File: config.mk
export PLATFORM = sky130hd
export DESIGN_NAME = regfile_sb
export DESIGN_NICKNAME = d
export VERILOG_FILES = /design/src/rtl/regfile_pkg.sv /design/src/rtl/regfile_scoreboard.sv /design/src/rtl/regfile_sb.sv
export SDC_FILE = /design/constraint.sdc
export NUM_CORES = 1
export LEC_CHECK = 0
export BUFFER_PORTS_ARGS = -buffer_cell sky130_fd_sc_hd__buf_2
export CORE_MARGIN = 3
export CORE_UTILIZATION = 40
export DETAILED_ROUTE_END_ITERATION = 10
export PLACE_DENSITY_LB_ADDON = 0.05
export SETUP_SLACK_MARGIN = 0.4
export SLEW_MARGIN = 0
export SYNTH_ARGS = -nofsm -noshare
export SYNTH_HDL_FRONTEND = slang
export SYNTH_SLANG_ARGS = --single-unit
File: constraint.sdc
create_clock -name clk -period 1.5 [get_ports clk]
set_clock_uncertainty 0.05 [all_clocks]
set_input_delay 0.3 -clock clk [delete_from_list [all_inputs] [get_ports clk]]
set_output_delay 0.3 -clock clk [all_outputs]
set_load 0.02 [all_outputs]
File: src/rtl/regfile_pkg.sv
// Shared helpers and types for the scoreboarded register file.
package regfile_pkg;

  localparam int N_DEF    = 8;
  localparam int NREG_DEF = 4;
  localparam int NREG_MAX = 32;

  typedef logic [NREG_MAX-1:0] busy_vec_t;

  function automatic int addr_width(input int nreg);
    return (nreg > 1) ? $clog2(nreg) : 1;
  endfunction

  // Registers that can ever hold a busy bit: in range and not a hardwired R0.
  function automatic busy_vec_t trackable_mask(input int nreg, input bit zero_r0);
    busy_vec_t m;
    m = '0;
    for (int i = 0; i < NREG_MAX; i++) begin
      m[i] = (i < nreg) && !(zero_r0 && (i == 0));
    end
    return m;
  endfunction

endpackage

File: src/rtl/regfile_scoreboard.sv
// Per-register busy tracking: reserve sets, primary or accepted late write clears.
module regfile_scoreboard
  import regfile_pkg::*;
#(
  parameter int NREG    = NREG_DEF,
  parameter int ZERO_R0 = 0,
  localparam int AW     = addr_width(NREG)
) (
  input  logic          clk,
  input  logic          reset,
  input  logic          w,
  input  logic [AW-1:0] Rdno,
  input  logic [AW-1:0] Rsno,
  input  logic          rsv,
  input  logic [AW-1:0] Rsvno,
  input  logic          w2,
  input  logic [AW-1:0] W2no,
  output logic          Rd_busy,
  output logic          Rs_busy,
  output logic          any_busy,
  output logic          w2_ok
);

  localparam busy_vec_t       MASK_FULL = trackable_mask(NREG, ZERO_R0 != 0);
  localparam logic [NREG-1:0] MASK      = MASK_FULL[NREG-1:0];

  logic [NREG-1:0] busy_q;
  logic [NREG-1:0] busy_d;

  // A late write only lands on a register still waiting for it.
  assign w2_ok = w2 && busy_q[W2no];

  // NOTE: every always_comb output gets a default first, so no path leaves it unassigned and no latch is inferred.
  always_comb begin
    busy_d = busy_q;
    if (w2_ok) busy_d[W2no]  = 1'b0;
    if (w)     busy_d[Rdno]  = 1'b0;
    if (rsv)   busy_d[Rsvno] = 1'b1;
    busy_d = busy_d & MASK;
  end

  // NOTE: state registers use non-blocking assignments so all flops update together at the edge.
  always_ff @(posedge clk) begin
    if (reset) busy_q <= '0;
    else       busy_q <= busy_d;
  end

  assign Rd_busy  = busy_q[Rdno];
  assign Rs_busy  = busy_q[Rsno];
  assign any_busy = |busy_q;

endmodule

File: src/rtl/regfile_sb.sv
// General-purpose register file with two read ports, primary and late write ports,
// busy scoreboard, optional hardwired-zero R0 and optional write-to-read bypass.
module regfile_sb
  import regfile_pkg::*;
#(
  parameter int n       = N_DEF,
  parameter int NREG    = NREG_DEF,
  parameter int ZERO_R0 = 0,
  parameter int BYPASS  = 0,
  localparam int AW     = addr_width(NREG)
) (
  input  logic          clk,
  input  logic          reset,
  input  logic          w,
  input  logic [n-1:0]  Wdata,
  input  logic [AW-1:0] Rdno,
  input  logic [AW-1:0] Rsno,
  output logic [n-1:0]  Rd,
  output logic [n-1:0]  Rs,
  input  logic          rsv,
  input  logic [AW-1:0] Rsvno,
  input  logic          w2,
  input  logic [AW-1:0] W2no,
  input  logic [n-1:0]  W2data,
  output logic          Rd_busy,
  output logic          Rs_busy,
  output logic          any_busy
);

  logic [n-1:0] gpr_q [NREG];
  logic [n-1:0] gpr_d [NREG];
  logic         w2_ok;
  logic         wr_live;

  regfile_scoreboard #(
    .NREG    (NREG),
    .ZERO_R0 (ZERO_R0)
  ) u_scoreboard (
    .clk      (clk),
    .reset    (reset),
    .w        (w),
    .Rdno     (Rdno),
    .Rsno     (Rsno),
    .rsv      (rsv),
    .Rsvno    (Rsvno),
    .w2       (w2),
    .W2no     (W2no),
    .Rd_busy  (Rd_busy),
    .Rs_busy  (Rs_busy),
    .any_busy (any_busy),
    .w2_ok    (w2_ok)
  );

  // A primary write to a hardwired R0 is dropped entirely.
  assign wr_live = w && !((ZERO_R0 != 0) && (Rdno == '0));

  always_comb begin
    gpr_d = gpr_q;
    if (w2_ok)   gpr_d[W2no] = W2data;
    if (wr_live) gpr_d[Rdno] = Wdata;
  end

  // NOTE: the array is reset because software may read any register straight after reset and expect 0.
  always_ff @(posedge clk) begin
    if (reset) begin
      for (int i = 0; i < NREG; i++) gpr_q[i] <= '0;
    end else begin
      gpr_q <= gpr_d;
    end
  end

  // Primary write bypass wins over late write bypass, matching write priority.
  always_comb begin
    Rd = gpr_q[Rdno];
    Rs = gpr_q[Rsno];
    if (BYPASS != 0) begin
      if (wr_live)                     Rd = Wdata;
      else if (w2_ok && W2no == Rdno)  Rd = W2data;
      if (wr_live && Rsno == Rdno)     Rs = Wdata;
      else if (w2_ok && W2no == Rsno)  Rs = W2data;
    end
    if ((ZERO_R0 != 0) && Rdno == '0) Rd = '0;
    if ((ZERO_R0 != 0) && Rsno == '0) Rs = '0;
  end

endmodule

==> flow_summary_export.csv <==
group,metric,value,unit
detailed_routing,ant_nets,0,
yosys,yosysWarnings,0,
detailed_routing,first_pass_iters,4,
placed_design,placed_area,2620,sq um
critical_path,worstSetupEndpointType,"output port",
sta,final.period_utilization,1.113,
pwr,power.leakage,1.209,nW
detailed_routing,vias,2098,
sta,drv_slew,0,
placed_design,gp_congestion,0.7936,
critical_path,ff2ff_setup_slack,0.24,ns
global_routing,grt_pass1_vias,2071,
critical_path,worstSetupPathType,"register to output port",
global_routing,grt_start_max_net_pins,37,
yosys,synth-edff-count,0,
sta,max_slew_margin,0.7067,
yosys,syn_nets,257,
clock_tree,clk_pin_slew_worst_paths,0.07,ns
hold_path,hp-class,"input port to register",
yosys,synth_top_family_by_area,"simple AND/OR/NAND/NOR gates",
sta,worst_pin_slew,0.4391,ns
yosys,synth_common_cells,"nand2_1 (64), dfxtp_1 (36), nor2_1 (33), a311oi_1 (24), mux4_2 (18)",
hold_path,holdPathEnd,"u_scoreboard.busy_q[3]",
yosys,synthMuxAreaShare,0.1926,
yosys,ys_seq_area_frac,0.3424,
critical_path,rr_endpoint,"gpr_q[26]",
floorplanning,core_region_area,4911,sq um
critical_path,reg2reg_depth,4,
clock_tree,clk_latency,0.29,ns
yosys,syn_area,2105,sq um
clock_tree,cts_tree,"built",
finish,num_antenna_cells,0,
critical_path,cp.arrival,1.32,ns
global_routing,antenna_found_initial,0,
sta,setup_viol,19,
yosys,synth_cell_type_count,25,
pwr,ir_drop,0.0004425,V
placed_design,dp_hpwl,4.598,mm
floorplanning,dieHeight,78.54,um
clock_tree,clk_path_buf_depth,2,
hold_path,hold_depth,3,
clock_tree,cts.sinks,36,
sta,rsz0062_at_grt,"true",
global_routing,grt.overflow.total,0,
yosys,ys_top_cells_by_area,"dfxtp_1 (34%), mux4_2 (19%), nand2_1 (11%), a311oi_1 (10%), nor2_1 (5.9%)",
flow_run,drv_cap,0,
finish,final_area,3209,sq um
outcome,status,"finished, violations left",
yosys,syn_inst,228,
sta,fin_crit,1.670,ns
yosys,synth-adder-area-share,0,
floorplanning,die_area,6168,sq um
sta,hold_viol,0,
finish,layout-drive-gt1-share,0.6242,
hold_path,holdCritStartpoint,"Rsvno[1]",
finish,nets,326,
yosys,synth-xor-area-share,0,
finish,syn_to_final_growth,52.50,%
yosys,synth.top_cell.area_share,0.3424,
yosys,syn_area_per_cell,9.230,sq um
clock_tree,ctsHoldBuffers,0,
detailed_routing,post_drt_wl_per_cell,18.09,um
clock_tree,cts_max_level,2,
global_routing,grt_usage,0.2306,
clock_tree,cts_buffers,5,
yosys,yosysTopAreaCell,"dfxtp_1",
critical_path,critPathRequiredTime,1.15,ns
sta,max_freq,598.8,MHz
clock_tree,cts_root_buf,"clkbuf_8",
yosys,postSynth.asyncResetShare,0,
sta,finalWorstSetupSlack,-0.1700,ns
detailed_routing,drt_iter0_markers,97,
placed_design,numPortBuffers,47,
yosys,synth_seq_cells,36,
floorplanning,die-width,78.54,um
floorplanning,ios,48,
critical_path,crit_path_max_fanout,6,
pwr,powerDensity,809.8,nW/um^2
yosys,synth_simple_gate_area_frac,0.2479,
floorplanning,initial_utilization,0.4285,
global_routing,grt_pass1_wl,10.87,mm
yosys,synth_compound_area_frac,0.1671,
critical_path,r2r_start,"u_scoreboard.busy_q[0]",
detailed_routing,drc,0,
yosys,synth_most_common_cell,"nand2_1",
yosys,ys.flop_type,"dfxtp_1",
outcome,violations,"negative setup slack",
placed_design,place_ws,-0.2208,ns
detailed_routing,avgViaCountPerCell,5.748,
critical_path,start_kind,"register",
floorplanning,rows,25,
detailed_routing,wl,6.603,mm
critical path: stages (launching register included):
cell	delay, ns
dfxtp_2	0.35
or4_4	0.53
buf_6	0.15
sequential cells by signal, indices dropped and copies added, names as in the netlist:
register             flops
gpr_q                   32
u_scoreboard.busy_q      4
repair_timing:
item                                    4_1_cts  5_1_grt
pin swaps                                    18        9
endpoints found under the setup margin       55       52
setup buffers                                 5        0
gates resized for setup                      95       24
logic make-up (layout without fill, tap and decap cells):
logic type,count (synthesis),in the layout
AO/OA/AOI/OAI,36,36
buffers and inverters,21,91
flip-flops,36,36
multiplexers,18,18
AND/OR/NAND/NOR,117,117
placed cells by master, fill, tap and decap left out, types with 4 or more instances in the layout:
cell | synthesis | final
nand3b_1 | 4 | 4
mux4_2 | 18 | 18
nor2_1 | 33 | 33
dfxtp_1 | 36 | 17
nand2_1 | 64 | 40
a311oi_1 | 24 | 5
nand2_2 | 0 | 20
buf_6 | 1 | 27
clkbuf_8 | 0 | 7
nand3_1 | 4 | 4
nand2_4 | 0 | 4
buf_2 | 11 | 26
a311oi_2 | 8 | 27
buf_4 | 1 | 25
dfxtp_2 | 0 | 16
routing by layer:
metal	vias up	GRT usage	wire, um
li1	990	-	-
met4	0	0.06818	127
met1	1043	0.2903	2908
met2	53	0.4083	3310
met3	12	0.03096	256
met5	-	0	0
area by class of cell:
type | count | area (sq um)
multi-input cells | 171 | 1523
clock inverters | 1 | 30.03
flip-flops and latches | 36 | 752.0
repair buffers | 83 | 724.4
clock buffers | 7 | 96.34
well taps | 67 | 83.83
fillers | 423 | 1702
worst max-delay path by stage:
stage	cells after the start	from	slack (ns)	end
2_1_floorplan	2	Rdno[0]	0.17	Rd[0]
3_5_place_dp	3	Rdno[0]	-0.22	Rd[4]
4_1_cts	2	u_scoreboard.busy_q[1]	-0.18	any_busy
6_report	2	u_scoreboard.busy_q[1]	-0.17	any_busy
3_3_place_gp	3	Rdno[0]	-0.23	Rd_busy
5_1_grt	2	u_scoreboard.busy_q[1]	-0.20	any_busy
through the flow:
step	hold slack (ns)	setup TNS, ns	power, mW	instances	util
3_3_place_gp	0.4377	-4.565	1.528	352	0.5335
2_1_floorplan	0.3900	0	1.365	228	-
3_5_place_dp	0.4367	-4.669	1.530	352	0.5335
5_1_grt	0.2674	-2.444	2.690	365	0.6535
4_1_cts	0.2262	-2.052	2.587	365	0.6308
6_report	0.2337	-1.923	2.599	365	0.6535
power by group:
part,total [mW],leakage (nW),switching (mW),internal [mW]
Clock,0.962,0.0645,0.375,0.587
Combinational,0.584,0.841,0.281,0.304
Sequential,1.05,0.304,0.0416,1.01
Total,2.60,1.21,0.697,1.90
Note: power is estimated with default switching activity, not from simulation.
